--- src/rtl/pong_pixel_gen.sv ---
// pong_pixel_gen: VGA display stage for the pong game.
//   Generates display timing on the pixel clock, snapshots ball and paddle
//   positions once per frame at the start of vertical blanking, and draws
//   the ball and paddle. frame_tick_o pulses once per frame and serves as the
//   game-logic update strobe.
// Ports:
//   clk_pix_i     pixel clock (only clock)
//   rst_n_i       asynchronous active-low reset
//   ball_i        {pos_x[9:0], pos_y[9:0]} ball top-left corner
//   pad_i         {pos_x[9:0], pos_y[9:0]} paddle; only pos_y is used
//   frame_tick_o  1-cycle pulse at start of vertical blanking
//   hsync_o       horizontal sync, active-low
//   vsync_o       vertical sync, active-low
//   de_o          data enable, high in the visible area
//   rgb_o         {r,g,b} pixel colour, 0 outside the visible area
module pong_pixel_gen #(
  parameter int unsigned H_ACTIVE  = 640,
  parameter int unsigned H_FP      = 16,
  parameter int unsigned H_SYNC    = 96,
  parameter int unsigned H_BP      = 48,
  parameter int unsigned V_ACTIVE  = 480,
  parameter int unsigned V_FP      = 10,
  parameter int unsigned V_SYNC    = 2,
  parameter int unsigned V_BP      = 33,
  parameter int unsigned BALL_SIZE = 8,
  parameter int unsigned PAD_X     = 16,
  parameter int unsigned PAD_W     = 8,
  parameter int unsigned PAD_H     = 64
) (
  input  logic        clk_pix_i,
  input  logic        rst_n_i,
  input  logic [19:0] ball_i,
  input  logic [19:0] pad_i,
  output logic        frame_tick_o,
  output logic        hsync_o,
  output logic        vsync_o,
  output logic        de_o,
  output logic [2:0]  rgb_o
);

  localparam int unsigned H_TOTAL  = H_ACTIVE + H_FP + H_SYNC + H_BP;
  localparam int unsigned V_TOTAL  = V_ACTIVE + V_FP + V_SYNC + V_BP;
  localparam int unsigned HS_START = H_ACTIVE + H_FP;
  localparam int unsigned HS_END   = HS_START + H_SYNC;
  localparam int unsigned VS_START = V_ACTIVE + V_FP;
  localparam int unsigned VS_END   = VS_START + V_SYNC;

  // ---------------- S0: counters and per-frame snapshot ----------------
  logic [9:0] h_q, h_d, v_q, v_d;
  logic [9:0] ball_x_q, ball_y_q, pad_y_q;
  logic       snap_en;

  always_comb begin
    h_d = h_q + 10'd1;
    v_d = v_q;
    if (h_q == 10'(H_TOTAL - 1)) begin
      h_d = '0;
      v_d = (v_q == 10'(V_TOTAL - 1)) ? '0 : v_q + 10'd1;
    end
    snap_en = (h_q == '0) && (v_q == 10'(V_ACTIVE));
  end

  always_ff @(posedge clk_pix_i or negedge rst_n_i) begin
    if (!rst_n_i) begin
      h_q      <= '0;
      v_q      <= '0;
      ball_x_q <= '0;
      ball_y_q <= '0;
      pad_y_q  <= '0;
    end else begin
      h_q <= h_d;
      v_q <= v_d;
      if (snap_en) begin
        ball_x_q <= ball_i[19:10];
        ball_y_q <= ball_i[9:0];
        pad_y_q  <= pad_i[9:0];
      end
    end
  end

  // Paddle x is fixed by PAD_X, so the paddle's x input is intentionally ignored.
  logic unused_pad_x;
  assign unused_pad_x = ^pad_i[19:10];

  // ---------------- S1: registered compares ----------------
  // Hit tests are widened to 11 bits so a ball near x/y=1023 does not wrap
  // around onto the left/top edge of the screen.
  logic [10:0] h_ext, v_ext, bx, by, py;
  logic        ball_hit, pad_hit, vis, hs_act, vs_act;

  always_comb begin
    h_ext    = {1'b0, h_q};
    v_ext    = {1'b0, v_q};
    bx       = {1'b0, ball_x_q};
    by       = {1'b0, ball_y_q};
    py       = {1'b0, pad_y_q};
    ball_hit = (h_ext >= bx) && (h_ext < bx + 11'(BALL_SIZE)) &&
               (v_ext >= by) && (v_ext < by + 11'(BALL_SIZE));
    pad_hit  = (h_ext >= 11'(PAD_X)) && (h_ext < 11'(PAD_X + PAD_W)) &&
               (v_ext >= py) && (v_ext < py + 11'(PAD_H));
    vis      = (h_q < 10'(H_ACTIVE)) && (v_q < 10'(V_ACTIVE));
    hs_act   = (h_q >= 10'(HS_START)) && (h_q < 10'(HS_END));
    vs_act   = (v_q >= 10'(VS_START)) && (v_q < 10'(VS_END));
  end

  logic de1_q, hs1_q, vs1_q, tick1_q, ball1_q, pad1_q;

  always_ff @(posedge clk_pix_i or negedge rst_n_i) begin
    if (!rst_n_i) begin
      de1_q   <= 1'b0;
      hs1_q   <= 1'b1;
      vs1_q   <= 1'b1;
      tick1_q <= 1'b0;
      ball1_q <= 1'b0;
      pad1_q  <= 1'b0;
    end else begin
      de1_q   <= vis;
      hs1_q   <= ~hs_act;
      vs1_q   <= ~vs_act;
      tick1_q <= snap_en;
      ball1_q <= ball_hit;
      pad1_q  <= pad_hit;
    end
  end

  // ---------------- S2: output registers ----------------
  always_ff @(posedge clk_pix_i or negedge rst_n_i) begin
    if (!rst_n_i) begin
      frame_tick_o <= 1'b0;
      hsync_o      <= 1'b1;
      vsync_o      <= 1'b1;
      de_o         <= 1'b0;
      rgb_o        <= '0;
    end else begin
      frame_tick_o <= tick1_q;
      hsync_o      <= hs1_q;
      vsync_o      <= vs1_q;
      de_o         <= de1_q;
      if (!de1_q)       rgb_o <= 3'b000;
      else if (ball1_q) rgb_o <= 3'b111;
      else if (pad1_q)  rgb_o <= 3'b010;
      else              rgb_o <= 3'b000;
    end
  end

endmodule

--- config.mk ---
export PLATFORM = sky130hd
export DESIGN_NAME = pong_pixel_gen
export DESIGN_NICKNAME = d
export VERILOG_FILES = /design/src/rtl/pong_pixel_gen.sv
export SDC_FILE = /design/constraint.sdc
export NUM_CORES = 1
export LEC_CHECK = 0
export CAP_MARGIN = 20
export CORE_MARGIN = 2
export CORE_UTILIZATION = 35
export CTS_CLUSTER_SIZE = 8
export DETAILED_ROUTE_END_ITERATION = 8
export SLEW_MARGIN = 20
export SYNTH_ARGS = -nofsm -noshare
export SYNTH_HDL_FRONTEND = slang
export SYNTH_SLANG_ARGS = --single-unit
--- constraint.sdc ---
create_clock -name clk_pix_i -period 5.35 [get_ports clk_pix_i]
set_input_delay 1.605 -clock clk_pix_i [delete_from_list [all_inputs] [get_ports clk_pix_i]]
set_output_delay 1.605 -clock clk_pix_i [all_outputs]
set_load 0.02 [all_outputs]
==> results of run 1 <==
cells by family after synthesis:
| group | after synthesis | share of synthesized area, % |
|---|---|---|
| simple gates | 118 | 15.22 |
| compound gates | 94 | 14.69 |
| flops | 62 | 40.71 |
| fa+ha+maj | 55 | 18.00 |
| buf+inv | 46 | 5.170 |
| xor+xnor | 22 | 5.039 |
| mux | 4 | 1.178 |
per-layer routing:
metal  part of all wire [%]  GRT usage [%]  vias to the layer above
li1                       -              -                     1493
met1                     47          17.97                     1446
met2                     48          25.18                       37
met3                    2.9          3.134                       13
met4                    1.7          6.227                        0
met5                      0              0                        -
through the flow:
| step | std cells | setup WS, ns | total power [W] | cell area [sq um] |
|---|---|---|---|---|
| 3_3_place_gp | 573 | 2.659 | 0.0005101 | 4338 |
| 6_report | 589 | 2.304 | 0.0009618 | 4553 |
| 4_1_cts | 589 | 2.277 | 0.0009795 | 4553 |
| 3_5_place_dp | 573 | 2.661 | 0.0005103 | 4338 |
| 2_1_floorplan | 401 | 3.132 | 0.0004779 | 3824 |
| 5_1_grt | 589 | 2.252 | 0.001000 | 4553 |
path summary, 6_finish.rpt:
check / to / slack (ns) / depth (start not counted)
hold reg to reg: hsync_o$_DFF_PN1_ / 0.36 / 0
setup reg to reg: ball1_q$_DFF_PN0_ / 2.91 / 11
setup / recovery: hsync_o / 2.30 / 1
min in group asynchronous: rgb_o[0]$_DFF_PN0_ / 1.15 / 1
max in group asynchronous: ball_y_q[0]$_DFFE_PN0P_ / 3.27 / 2
hold / removal: hsync_o$_DFF_PN1_ / 0.36 / 0
cell usage in the layout, fill, tap and decap left out, types with 2 or more instances in the layout:
| master | count |
|---|---|
| xnor2_1 | 17 |
| nor3_1 | 9 |
| o31ai_1 | 2 |
| a21o_1 | 5 |
| clkbuf_1 | 2 |
| a31oi_1 | 5 |
| ha_1 | 55 |
| buf_4 | 3 |
| dfstp_2 | 4 |
| nand2_1 | 50 |
| nand2b_1 | 5 |
| dfrtp_1 | 58 |
| o2111ai_1 | 3 |
| nand3b_1 | 2 |
| nor2_1 | 17 |
| clkdlybuf4s50_1 | 37 |
| bufinv_16 | 2 |
| o211a_1 | 2 |
| clkinv_2 | 2 |
| a211oi_1 | 4 |
| a21oi_1 | 18 |
| o21ai_0 | 44 |
| inv_1 | 37 |
| clkbuf_8 | 10 |
| xor2_1 | 5 |
| o21a_1 | 3 |
| nand3_1 | 14 |
| and3_1 | 5 |
| mux2_2 | 4 |
| nand4_1 | 6 |
power by group:
part | internal, W | switching [W] | leakage (nW) | total, W
sequential | 0.000469 | 0 | 0.687 | 0.000469
clock | 0.000274 | 0.000187 | 0.110 | 0.000461
combinational | 0.0000198 | 0.0000118 | 1.42 | 0.0000316
total | 0.000763 | 0.000199 | 2.21 | 0.000962
final cells by class:
class / instances / area share (%)
clock buffers: 12 / 3.188
clock inverters: 4 / 1.539
inverters: 37 / 3.050
multi-input cells: 293 / 45.45
flip-flops and latches: 62 / 34.19
well taps: 140 / 3.847
repair buffers: 41 / 8.739
synthesized netlist by cell type (4+ instances only):
| cell | count | area (sq um) |
|---|---|---|
| nor3_1 | 9 | 45.04 |
| a211oi_1 | 4 | 30.03 |
| xnor2_1 | 17 | 148.9 |
| a21oi_1 | 18 | 90.09 |
| ha_1 | 55 | 688.2 |
| nor2_1 | 17 | 63.81 |
| inv_1 | 37 | 138.9 |
| nand4_1 | 6 | 37.54 |
| o21ai_0 | 44 | 220.2 |
| a31oi_1 | 5 | 31.28 |
| dfrtp_1 | 58 | 1451 |
| a21o_1 | 5 | 37.54 |
| dfstp_2 | 4 | 105.1 |
| xor2_1 | 5 | 43.79 |
| nand2_1 | 50 | 187.7 |
| nand2b_1 | 5 | 31.28 |
| and3_1 | 5 | 31.28 |
| nand3_1 | 14 | 70.07 |
| mux2_2 | 4 | 45.04 |
state kept, by name, summed over array words and instances, names as in the netlist:
| register | count |
|---|---|
| vs1_q | 1 |
| rgb_o | 2 |
| frame_tick_o | 1 |
| de1_q | 1 |
| de_o | 1 |
| ball_x_q | 10 |
| hs1_q | 1 |
| h_q | 10 |
| v_q | 10 |
| ball1_q | 1 |
| tick1_q | 1 |
| vsync_o | 1 |
| hsync_o | 1 |
| pad1_q | 1 |
| pad_y_q | 10 |
| ball_y_q | 10 |
==> impl_metrics.csv, run 1 <==
group,metric,value,unit
outcome,status,"complete, no violations",
timing,fin_hold_ws,0.3565,ns
timing,fin_crit_sh,56.94,%
placement,hpwlAfterDp,5838,um
route,first_pass_iters,4,
clock_tree,cts_tree,"yes",
route,viasPerCell,5.075,
route,drcViolationCount,0,
final_layout,regArea,0.001556,sq mm
timing,setup_tns,0,ns
power,vdd_drop_max,0.1148,mV
floorplan,start_util,35.58,%
synthesis,yosysWarningCount,0,
clock_tree,h-tree-depth,3,
floorplan,fp.dieH,108.5,um
synthesis,synth_cell_types,46,
global_route,grt_pass1_wl,13680,um
worst_hold_path,hp-start,"hs1_q$_DFF_PN1_",
clock_tree,insertion_delay,0.34,ns
final_layout,diodes,0,
timing,max_slew_margin,59.10,%
worst_setup_path,crit_chain,"clkdlybuf4s50_1",
floorplan,core-area,0.01075,sq mm
floorplan,fp.dieW,108.5,um
final_layout,area_delta_synth_final,19.08,%
worst_setup_path,critical_path_arrival,1.44,ns
placement,numPortBuffers,38,
worst_setup_path,r2r-start,"ball_y_q[5]$_DFFE_PN0P_",
worst_setup_path,critical-path-max-stage-delay,0.59,ns
timing,hold_viol_final,0,
timing,fmax,328.3,MHz
power,p_leak,2.214,nW
worst_setup_path,path_delay_family,"buffers and inverters",
clock_tree,clk_pin_slew,0.07,ns
clock_tree,clock-root-buffer,"clkbuf_8",
worst_setup_path,critPathLaunchType,"register",
timing,worstMarginPinSlew,0.6135,ns
worst_setup_path,worstSetupStartpoint,"hsync_o$_DFF_PN1_",
synthesis,synth-async-reset-ratio,100.0,%
floorplan,dieArea,0.01178,sq mm
clock_tree,cts_resized,0,
final_layout,multi_input_area,0.002069,sq mm
clock_tree,clockBufferDepth,2,
route,wl_per_cell,13.52,um
synthesis,ys.flop_type,"dfrtp_1",
route,routed_wl,7961,um
worst_hold_path,hold_class,"reg2reg",
global_route,globalRouteTotalUtil,14.75,%
timing,period_needed,3.046,ns
route,num_vias,2989,
synthesis,synth_nets,498,
floorplan,ioPinCount,49,
worst_setup_path,crit_buf_inv,1,
worst_setup_path,path_class,"reg2out",
floorplan,rows,38,
synthesis,ys_ff_latch,62,
final_layout,fill_cells,1101,
synthesis,synth.avg_cell_area,9.535,sq um
route,initialDrtViolationCount,86,
final_layout,final_util,42.37,%
global_route,first_global_vias,3066,
power,p_per_area,211.2,mW/mm^2
clock_tree,cts.sink_count,62,
final_layout,drive_gt1_share,6.682,%
global_route,grt_start_max_net_pins,49,
global_route,antenna_found_initial,0,
route,ant_nets,0,
synthesis,synthCells,401,
placement,place_congestion,0.8642,
clock_tree,cts_hold_buf,0,
worst_setup_path,crit_slowest_cell,"clkdlybuf4s50_1",
timing,clock_skew,0.008242,ns
worst_setup_path,cp.required,3.74,ns
clock_tree,cts_made_buffers,9,
worst_setup_path,cp_max_fo,1,
synthesis,ys_seq_area_share,40.71,%
synthesis,synth.cell_area,0.003824,sq mm
worst_setup_path,critPathCaptureType,"primary output",
global_route,grt_overflow,0,
timing,setup_viol,0,
flow_run,maxCapViolations,0,
timing,rsz0062_at_grt,"no",
clock_tree,postCtsSetupBuffers,0,
timing,drv_slew,0,
final_layout,fin_nets,541,
synthesis,synth_edf_count,0,
Power figures use the tool's default switching activity.
==> inputs of run 2 (changes only) <==
==> constraint.sdc (replaced) <==
create_clock -name clk_pix_i -period 2.4 [get_ports clk_pix_i]
set_input_delay 0.72 -clock clk_pix_i [delete_from_list [all_inputs] [get_ports clk_pix_i]]
set_output_delay 0.72 -clock clk_pix_i [all_outputs]
set_load 0.02 [all_outputs]
==> impl_metrics.csv, run 2 (synthesis results as in run 1) <==
group,metric,value,unit
outcome,status,"complete, no violations",
route,viasPerCell,5.020,
timing,clock_skew,0.01130,ns
timing,max_slew_margin,61.46,%
final_layout,layout_commonest_cell,"dfrtp_1",
floorplan,start_util,35.58,%
global_route,grt_use_met1,17.79,%
power,pwr-share-comb,3.6,%
global_route,globalRouteTotalUtil,15.06,%
power,p_per_area,434.1,mW/mm^2
global_route,grt_pass1_wl,13880,um
timing,worstMarginPinSlew,0.5781,ns
worst_setup_path,reg2reg_slack,0.17,ns
global_route,first_global_vias,3051,
power,vdd_drop_max,0.2566,mV
global_route,grt_use_met2,26.21,%
global_route,grtUsageMet3,3.858,%
final_layout,diodes,0,
route,initialDrtViolationCount,149,
timing,drv_slew,0,
worst_setup_path,critPathCaptureType,"register",
global_route,antenna_found_initial,0,
clock_tree,cts_tree,"yes",
global_route,grt_overflow,0,
placement,numPortBuffers,38,
clock_tree,insertion_delay,0.35,ns
worst_hold_path,hold_depth,0,
route,routed_wl,8113,um
floorplan,ioPinCount,49,
worst_hold_path,hp-start,"hs1_q$_DFF_PN1_",
worst_hold_path,hold_class,"reg2reg",
floorplan,fp.dieW,108.5,um
worst_setup_path,cp.required,2.68,ns
final_layout,fin_nets,561,
worst_setup_path,r2r_cells,11,
worst_setup_path,r2r_end,"ball1_q$_DFF_PN0_",
timing,fin_hold_ws,0.3542,ns
timing,fin_crit_sh,92.73,%
timing,rsz0062_at_grt,"no",
timing,period_needed,2.225,ns
route,wl_per_cell,13.32,um
worst_setup_path,critical_path_arrival,2.51,ns
power,power.switching,0.0004513,W
floorplan,dieArea,0.01178,sq mm
route,num_vias,3057,
timing,setup_viol,0,
floorplan,fp.dieH,108.5,um
final_layout,final_util,43.90,%
power,seqPwrFrac,51.0,%
flow_run,maxCapViolations,0,
worst_setup_path,r2r-start,"ball_y_q[6]$_DFFE_PN0P_",
final_layout,area_delta_synth_final,23.36,%
clock_tree,clockBufferDepth,2,
final_layout,final_cell_mix,"dfrtp_1 (58), ha_1 (55), nand2_1 (50)",
placement,place_congestion,0.8638,
worst_hold_path,whs_endpoint,"hsync_o$_DFF_PN1_",
worst_setup_path,cp_max_fo,3,
global_route,grt_start_max_net_pins,39,
power,p_leak,2.312,nW
global_route,top_usage_layer,"met2",
clock_tree,cts_hold_buf,0,
clock_tree,cts_made_buffers,9,
route,first_pass_iters,4,
timing,fmax,449.3,MHz
floorplan,core-area,0.01075,sq mm
power,p_int,0.001597,W
placement,hpwlAfterDp,6122,um
clock_tree,h-tree-depth,3,
final_layout,drive_gt1_share,11.09,%
clock_tree,cts.sink_count,62,
timing,setup_tns,0,ns
worst_setup_path,critPathLaunchType,"register",
worst_setup_path,path_class,"reg2reg",
clock_tree,clock-root-buffer,"clkbuf_8",
route,ant_nets,0,
timing,hold_viol_final,0,
route,drcViolationCount,0,
clock_tree,clk_pin_slew,0.07,ns
power,switching_share,22.04,%
floorplan,rows,38,
power,clockPowerShare,45.4,%
==> run 2: layout make-up <==
cell class / count / area [sq um]
multi-input cells: 293 / 2081
repair buffers: 61 / 573.1
well taps: 140 / 175.2
clock buffers: 12 / 145.1
clock inverters: 4 / 47.55
flip-flops and latches: 62 / 1556
fillers: 1083 / 6028
inverters: 37 / 138.9
==> run 2: worst max-delay path by stage <==
| stage | start | to | slack (ns) | cells past startpoint |
|---|---|---|---|---|
| after floorplan | ball_y_q[5]$_DFFE_PN0P_ | ball1_q$_DFF_PN0_ | 0.33 | 11 |
| after global placement | ball_y_q[5]$_DFFE_PN0P_ | ball1_q$_DFF_PN0_ | 0.14 | 11 |
| after detailed placement | ball_x_q[7]$_DFFE_PN0P_ | ball1_q$_DFF_PN0_ | 0.04 | 11 |
| after CTS | ball_x_q[7]$_DFFE_PN0P_ | ball1_q$_DFF_PN0_ | 0.02 | 11 |
| after global routing | ball_y_q[5]$_DFFE_PN0P_ | ball1_q$_DFF_PN0_ | 0.02 | 11 |
| final | ball_y_q[6]$_DFFE_PN0P_ | ball1_q$_DFF_PN0_ | 0.17 | 11 |
==> run 2: power groups by stage <==
stage	logic (W)	registers (W)	clock network (W)
floorplan	0.000000541	0.00106	0
global placement	0.0000754	0.00106	0
detailed placement	0.0000761	0.00106	0
CTS	0.0000765	0.00104	0.000955
global route	0.0000816	0.00104	0.00100
finish	0.0000730	0.00104	0.000930
==> run 2: metrics by stage <==
step / cells / total power, W / instance area (sq um) / setup slack, ns
2_1_floorplan: 401 / 0.001065 / 3824 / 0.3283
3_3_place_gp: 591 / 0.001140 / 4498 / 0.1436
3_5_place_dp: 591 / 0.001141 / 4498 / 0.04126
4_1_cts: 607 / 0.002076 / 4691 / 0.02348
5_1_grt: 609 / 0.002128 / 4717 / 0.01699
6_report: 609 / 0.002048 / 4717 / 0.1745
==> run 2: timing repair <==
action	4_1_cts	5_1_grt
resized for setup	0	3
buffers inserted	0	2
setup endpoints to repair	0	1
==> run 2: routing by layer <==
layer | vias to the layer above | share of wire [%]
li1 | 1536 | -
met1 | 1451 | 45
met2 | 60 | 50
met3 | 10 | 4.2
met4 | 0 | 1.3
met5 | - | 0
==> run 2: worst max-delay path, stage by stage (launching register included) <==
cell     delay [ns]
dfrtp_1        0.36
inv_1          0.07
nor3_2         0.22
nand3_1        0.13
xnor2_1        0.14
ha_1           0.30
a21o_1         0.16
a21oi_1        0.19
a32o_1         0.15
a31oi_1        0.04
a21oi_1        0.20
and3_1         0.21
==> inputs of run 3 (changes only) <==
--- a/config.mk
+++ b/config.mk
@@ -10,6 +10,7 @@
 export CORE_UTILIZATION = 35
 export CTS_CLUSTER_SIZE = 8
 export DETAILED_ROUTE_END_ITERATION = 8
+export PLACE_DENSITY_LB_ADDON = 0.05
 export SLEW_MARGIN = 20
 export SYNTH_ARGS = -nofsm -noshare
 export SYNTH_HDL_FRONTEND = slang
==> impl_metrics.csv, run 3 (synthesis results as in run 1) <==
group,metric,value,unit
outcome,status,"complete, no violations",
timing,setup_viol,0,
clock_tree,cts.sink_count,62,
route,routed_wl,8379,um
placement,hpwlAfterDp,6430,um
worst_setup_path,reg2reg_slack,0.15,ns
clock_tree,clk_pin_slew,0.07,ns
timing,setup_tns,0,ns
floorplan,start_util,35.58,%
clock_tree,clockBufferDepth,2,
global_route,grt_start_max_net_pins,33,
power,seqPwrFrac,48.4,%
global_route,antenna_found_initial,0,
placement,numPortBuffers,38,
global_route,grt_overflow,0,
timing,fin_ws,0.1499,ns
placement,place_congestion,0.7657,
route,drcViolationCount,0,
worst_setup_path,critical_path_arrival,2.53,ns
global_route,first_global_vias,3050,
floorplan,fp.dieH,108.5,um
floorplan,rows,38,
timing,fmax,444.4,MHz
power,pwr-share-comb,3.6,%
final_layout,final_util,44.29,%
route,ant_nets,0,
placement,place_area,0.004511,sq mm
power,p_leak,2.327,nW
floorplan,ioPinCount,49,
power,power.switching,0.0004550,W
final_layout,drive_gt1_share,11.75,%
final_layout,layout_commonest_cell,"dfrtp_1",
clock_tree,insertion_delay,0.35,ns
route,viasPerCell,4.964,
final_layout,area_delta_synth_final,24.48,%
worst_hold_path,whs_endpoint,"frame_tick_o$_DFF_PN0_",
power,switching_share,21.06,%
timing,drv_slew,0,
power,p_per_area,453.8,mW/mm^2
flow_run,maxCapViolations,0,
clock_tree,cts_tree,"yes",
final_layout,final_cell_mix,"dfrtp_1 (58), ha_1 (54), nand2_1 (50)",
worst_setup_path,critPathCaptureType,"register",
worst_setup_path,r2r_end,"ball1_q$_DFF_PN0_",
final_layout,fin_nets,560,
worst_setup_path,r2r-start,"ball_x_q[3]$_DFFE_PN0P_",
worst_hold_path,hold_depth,0,
timing,hold_viol_final,0,
power,p_int,0.001705,W
timing,rsz0062_at_grt,"no",
route,num_vias,3018,
floorplan,dieArea,0.01178,sq mm
power,clockPowerShare,48.0,%
timing,period_needed,2.250,ns
worst_hold_path,hp-start,"tick1_q$_DFF_PN0_",
clock_tree,h-tree-depth,3,
power,vdd_drop_max,0.2775,mV
timing,fin_crit_sh,93.75,%
global_route,grt_pass1_wl,14640,um
route,first_pass_iters,4,
worst_setup_path,critPathLaunchType,"register",
route,initialDrtViolationCount,92,
route,wl_per_cell,13.78,um
worst_setup_path,cp.required,2.68,ns
placement,place_ws,0.08322,ns
timing,clock_skew,0.005708,ns
floorplan,fp.dieW,108.5,um
clock_tree,cts_made_buffers,9,
timing,worstMarginPinSlew,0.5479,ns
worst_setup_path,r2r_cells,10,
worst_setup_path,path_class,"reg2reg",
worst_setup_path,cp_max_fo,4,
worst_hold_path,hold_class,"reg2reg",
clock_tree,clock-root-buffer,"clkbuf_8",
final_layout,design_area,0.004760,sq mm
floorplan,core-area,0.01075,sq mm
timing,max_slew_margin,63.48,%
final_layout,diodes,0,
global_route,globalRouteTotalUtil,16.30,%
[run 3: cell type report]
type / instances / area, sq um
Sequential cell: 62 / 1556
Clock buffer: 12 / 145.1
Timing Repair Buffer: 60 / 578.1
Inverter: 37 / 138.9
Tap cell: 140 / 175.2
Fill cell: 1099 / 5986
Multi-Input combinational cell: 293 / 2096
Clock inverter: 4 / 70.07
[run 3: how the worst max path moves through the flow]
stage	end	slack, ns	cells past startpoint	start
after CTS	ball1_q$_DFF_PN0_	0.08	10	ball_x_q[3]$_DFFE_PN0P_
after global routing	ball1_q$_DFF_PN0_	0.003	11	ball_x_q[4]$_DFFE_PN0P_
after detailed placement	ball1_q$_DFF_PN0_	0.08	10	ball_x_q[3]$_DFFE_PN0P_
final	ball1_q$_DFF_PN0_	0.15	10	ball_x_q[3]$_DFFE_PN0P_
after global placement	ball1_q$_DFF_PN0_	0.11	10	ball_x_q[3]$_DFFE_PN0P_
after floorplan	ball1_q$_DFF_PN0_	0.33	11	ball_y_q[5]$_DFFE_PN0P_
[run 3: worst max-delay path: stages, from the launching register on]
cell and delay, ns:
dfrtp_1 0.42, ha_2 0.21, and3_1 0.22, xnor2_2 0.14, ha_1 0.27, nand2_1 0.08
nor2_1 0.06, a2111oi_2 0.34, o41ai_1 0.13, o221ai_1 0.09, and3_1 0.22
[run 3: power groups by stage]
stage | sequential [W] | combinational (W) | clock (W)
after global routing | 0.00104 | 0.0000860 | 0.00113
after floorplan | 0.00106 | 0.000000541 | 0
after detailed placement | 0.00106 | 0.0000806 | 0
after CTS | 0.00104 | 0.0000812 | 0.00107
final | 0.00104 | 0.0000779 | 0.00104
after global placement | 0.00106 | 0.0000797 | 0
[run 3: metrics by stage]
step                      hold slack (ns)  total power [W]  instances
after detailed placement           0.3363         0.001145        591
after floorplan                    0.3312         0.001065        401
after CTS                          0.3473         0.002192        607
after global placement             0.3328         0.001144        591
after global routing               0.3520         0.002256        608
final                              0.3427         0.002160        608
[run 3: what timing repair did]
item                       4_1_cts  5_1_grt
hold buffers                     0        0
setup buffers                    0        1
setup endpoints to repair        0        1
gates resized for setup          0        7
[run 3: routing by layer]
| metal | vias up | global-route usage (%) | part of all wire (%) |
|---|---|---|---|
| met3 | 15 | 3.315 | 2.7 |
| met4 | 0 | 7.509 | 2.2 |
| li1 | 1532 | - | - |
| met1 | 1432 | 20.48 | 46 |
| met2 | 39 | 26.88 | 49 |
| met5 | - | 0 | 0 |
==> RTL change 1: new RTL, flow settings as in run 1 <==
Remove the register `de_o`: a continuous assignment takes its place, so the output `de_o` follows one clock earlier.
--- a/src/rtl/pong_pixel_gen.sv
+++ b/src/rtl/pong_pixel_gen.sv
@@ -129,13 +129,11 @@
       frame_tick_o <= 1'b0;
       hsync_o      <= 1'b1;
       vsync_o      <= 1'b1;
-      de_o         <= 1'b0;
       rgb_o        <= '0;
     end else begin
       frame_tick_o <= tick1_q;
       hsync_o      <= hs1_q;
       vsync_o      <= vs1_q;
-      de_o         <= de1_q;
       if (!de1_q)       rgb_o <= 3'b000;
       else if (ball1_q) rgb_o <= 3'b111;
       else if (pad1_q)  rgb_o <= 3'b010;
@@ -143,5 +141,7 @@
     end
   end
 
+  assign de_o = de1_q;
+
 endmodule
 
Behaviour: not the same (a bounded check fails within 4 cycles, from zero or initial values and one cycle with rst_n_i low).
==> RTL change 1 against run 1 <==
Setup slack worse by 22 ps. Total power increased by 4.9%. Routed wire length up 0.18%. Via count down 0.60%. Sequential cell count fell by 1. Critical path depth is the same. Cell area rose by 0.11%. Area after synthesis fell by 0.65%.
==> RTL change 1: results (changes against run 1) <==
stage	metric	value	unit	change
finish	layout.nets	540		-0.18%
placed_design	dpl.hpwl	5.91	mm	+1.2%
synthesis	synth.top_cells.by_area	dfrtp_1 38%, ha_1 18%, o21ai_0 5.8%		
grt	grt_pass1_wl	13.6	mm	-0.91%
placed_design	placed_cell_area	4310	sq um	-0.58%
route	drt-wirelength-per-cell	13.6	um	+0.35%
pwr	peakVddDrop	0.126	mV	+9.6%
synthesis	synth_fa_ha_area_share	18.1	%	+0.12 points
finish	nFlopsAndLatches	61		-1.6%
finish	layout-drive-gt1-share	7.14	%	+0.46 points
placed_design	gp_congestion	0.810		-6.3%
outcome	status	finished, final reports clean		
grt	grt_max_degree	39		-20%
finish	clock_area_share	5.38	%	+0.65 points
synthesis	synthCells	400		-0.25%
worst_setup_path	rrSetupSlack	2920	ps	about the same
route	avgViaCountPerCell	5.05		-0.43%
pwr	p_int	792	uW	+3.9%
worst_setup_path	cp.arrival	1460	ps	+20 ps
finish	layout.nonclk_buf_share	8.73	%	-0.0096 points
finish	nFillCells	1059		-3.8%
pwr	p_leak	2.22	nW	+0.21%
pwr	total_power	1.01	mW	+4.9%
synthesis	muxShareOfSynthArea	1.19	%	+0.0078 points
finish	register_area	1530	sq um	-1.6%
cts	insertion_delay	360	ps	+20 ps
finish	seq_share	33.6	%	-0.59 points
synthesis	synth_common_cells	57 x dfrtp_1, 55 x ha_1, 50 x nand2_1, 44 x o21ai_0, 37 x inv_1		
route	drt-initial-drc-count	105		+22%
finish	final_util	42.6	%	+0.24 points
synthesis	yosys.area_share.xor_xnor	5.07	%	+0.033 points
timing	relSlewSlack	60.7	%	+1.6 points
placed_design	pre_cts_ws	2660	ps	-3.67 ps
timing	fin_skew	10.4	ps	+2.13 ps
synthesis	synth_fp_nets	497		-0.20%
finish	stdcell_count	588		-0.17%
[RTL change 1: cell types whose count changed after synthesis, sizes merged]
cell and delta:
dfrtp -1
[RTL change 1: worst paths after layout]
check	end	startpoint	cells past startpoint
hold reg to reg	frame_tick_o$_DFF_PN0_	tick1_q$_DFF_PN0_	0
min in group asynchronous	ball_x_q[9]$_DFFE_PN0P_	rst_n_i	1
setup reg to reg	ball1_q$_DFF_PN0_	ball_y_q[5]$_DFFE_PN0P_	11
hold / removal	frame_tick_o$_DFF_PN0_	tick1_q$_DFF_PN0_	0
setup / recovery	hsync_o	hsync_o$_DFF_PN1_	1
max in group asynchronous	vs1_q$_DFF_PN1_	rst_n_i	2
[RTL change 1: layer usage]
metal  track usage, %  part of all wire, %  vias up
li1                 -                    -     1495
met1             17.8                   46     1423
met2             26.0                   49       45
met3             3.68                  3.3        8
met4             5.31                  1.3        0
met5                0                    0        -
==> RTL change 2: new RTL, settings of run 1 <==
Made on the original files. Change the parameter `V_ACTIVE` from 480 to 360.
--- a/src/rtl/pong_pixel_gen.sv
+++ b/src/rtl/pong_pixel_gen.sv
@@ -18,7 +18,7 @@
   parameter int unsigned H_FP      = 16,
   parameter int unsigned H_SYNC    = 96,
   parameter int unsigned H_BP      = 48,
-  parameter int unsigned V_ACTIVE  = 480,
+  parameter int unsigned V_ACTIVE  = 360,
   parameter int unsigned V_FP      = 10,
   parameter int unsigned V_SYNC    = 2,
   parameter int unsigned V_BP      = 33,
Behaviour: same outputs for any inputs over 10 cycles, from zero or initial values and one cycle with rst_n_i low; that may be too few to reach the edited logic, so the function may still have changed.
==> RTL change 2 against run 1 <==
Setup slack better by 12 ps. Sequential cell count unchanged. Maximum frequency up 0.40%. Total power up 11%. Highest routed layer unchanged. Area after synthesis up 4.6%. Register-to-register slack better by 130 ps. Cell count down 1.5%. Cell area up 5.6%. Routed wire length down 1.4%.
==> RTL change 2: results (changes against run 1) <==
stage	metric	value	unit	change
grt	antenna_found_initial	0		unchanged
worst_setup_path	reg2reg_to	ball1_q$_DFF_PN0_		
pwr	p_leak	2.21	nW	-0.22%
cts	cts_max_path_buffers	2		unchanged
worst_setup_path	critPathTopFamily	buffers and inverters		
cts	htreeDepth	3		unchanged
placed_design	gp_congestion	0.844		-2.3%
cts	cts.reportedPaths.clkPinSlew	50	ps	-20 ps
route	drt-initial-drc-count	89		+3.5%
worst_setup_path	cp.arrival	1430	ps	
worst_setup_path	r2r_cells	10		-1
worst_setup_path	cp_max_fo	1		unchanged
grt	grt_max_degree	34		-31%
min_path	whs_endpoint	frame_tick_o$_DFF_PN0_		
min_path	hold_class	reg2reg		
route	routed_wl	7.85	mm	-1.4%
worst_setup_path	cpPeakStageDelay	590	ps	about the same
worst_setup_path	regToRegStartpoint	ball_y_q[3]$_DFFE_PN0P_		
route	firstDrtPassIters	4		unchanged
synthesis	synth_fp_nets	484		-2.8%
cts	cts_made_buffers	9		unchanged
synthesis	synth.top_cells.by_area	dfrtp_1 36%, ha_1 17%, mux2_2 8.4%		
placed_design	placed_cells	564		-1.6%
placed_design	dpl.hpwl	5.94	mm	+1.7%
cts	ctsResizeCount	0		unchanged
synthesis	synth.distinct_cells	46		unchanged
synthesis	ys_async_sr_fraction	100	%	unchanged
cts	clock-root-buffer	clkbuf_16		
finish	layout.nets	529		-2.2%
synthesis	synthCells	387		-3.5%
finish	layout-drive-gt1-share	13.7	%	+7.0 points
synthesis	yosysSeqAreaShare	38.9	%	-1.8 points
grt	grt_pass1_vias	2935		-4.3%
cts	insertion_delay	330	ps	
cts	post_cts_buffers	0		unchanged
pwr	peakVddDrop	0.110	mV	-3.8%
finish	stdcell_count	580		-1.5%
grt	grt_pass1_wl	13.9	mm	+1.7%
placed_design	pre_cts_ws	2660	ps	-4.32 ps
synthesis	yosysWarnings	0		unchanged
placed_design	port_buffers	38		unchanged
timing	max_freq	330	MHz	+0.40%
min_path	hp-start	tick1_q$_DFF_PN0_		
min_path	worstHoldPathCells	0		unchanged
route	avgViaCountPerCell	5.06		-0.32%
grt	track_usage	14.0	%	-0.72 points
finish	insertedDiodeCount	0		unchanged
worst_setup_path	slowest_stage	clkdlybuf4s50_1		
timing	fin_skew	3.95	ps	-4.29 ps
worst_setup_path	rrSetupSlack	3040	ps	+130 ps
synthesis	synth_common_cells	58 x dfrtp_1, 55 x ha_1, 37 x inv_1, 30 x mux2_2, 23 x nor2_1		
timing	tightest_slew	667	ps	+53.6 ps
outcome	status	finished, final reports clean		
==> RTL change 2: cell count changes in the layout (fill, tap and decap cells not counted), moves of 4 or more <==
cell / before / now
nor2b_1: 1 / 6
mux2_2: 4 / 30
nand2_1: 50 / 22
o21ai_0: 44 / 21
clkbuf_16: 0 / 9
or3_1: 0 / 4
clkbuf_8: 10 / 0
nor2_1: 17 / 23
nor3_1: 9 / 5
==> RTL change 2: per-stage QoR <==
| step | area, sq um | hold slack [ps] |
|---|---|---|
| after floorplan | 4000 | 331 |
| after global placement | 4520 | 342 |
| after detailed placement | 4520 | 335 |
| after CTS | 4810 | 347 |
| after global routing | 4810 | 362 |
| final | 4810 | 346 |
==> RTL change 2: power breakdown <==
group	switching (mW)	internal [mW]	total (mW)
combinational	0.0116	0.0197	0.0313
clock	0.209	0.356	0.565
sequential	0	0.469	0.469
total	0.221	0.846	1.07
==> RTL change 2: per-layer routing <==
layer	vias up	GRT usage, %	wire length (um)
met1	1399	18.4	3670
li1	1469	-	-
met5	-	0	0
met2	51	22.5	3720
met3	15	2.84	280
met4	0	6.33	185
==> RTL change 2: area by class of cell <==
cell class                      count  area (sq um)
Tap cell                          143           179
Inverter                           37           139
Sequential cell                    62          1560
Clock inverter                      7          65.1
Clock buffer                        9           225
Fill cell                        1072          6470
Timing Repair Buffer               41           398
Multi-Input combinational cell    281          2240
==> RTL change 2: how the worst max path moves through the flow <==
| stage | start | to | slack (ps) | depth (start not counted) |
|---|---|---|---|---|
| 4_1_cts | vsync_o$_DFF_PN1_ | vsync_o | 2300 | 1 |
| 6_report | vsync_o$_DFF_PN1_ | vsync_o | 2320 | 1 |
| 5_1_grt | hsync_o$_DFF_PN1_ | hsync_o | 2280 | 1 |
| 2_1_floorplan | rgb_o[0]$_DFF_PN0_ | rgb_o[2] | 3130 | 1 |
| 3_3_place_gp | vsync_o$_DFF_PN1_ | vsync_o | 2660 | 1 |
| 3_5_place_dp | vsync_o$_DFF_PN1_ | vsync_o | 2660 | 1 |
==> RTL change 2: cell families after synthesis <==
kind of cell             after synthesis  synth area share [%]
XOR/XNOR                              22                  4.82
AO/OA/AOI/OAI                         63                  9.70
multiplexers                          33                  9.26
flip-flops                            62                  38.9
AND/OR/NAND/NOR                      108                  15.1
buffers and inverters                 44                  4.97
adder cells (fa/ha/maj)               55                  17.2
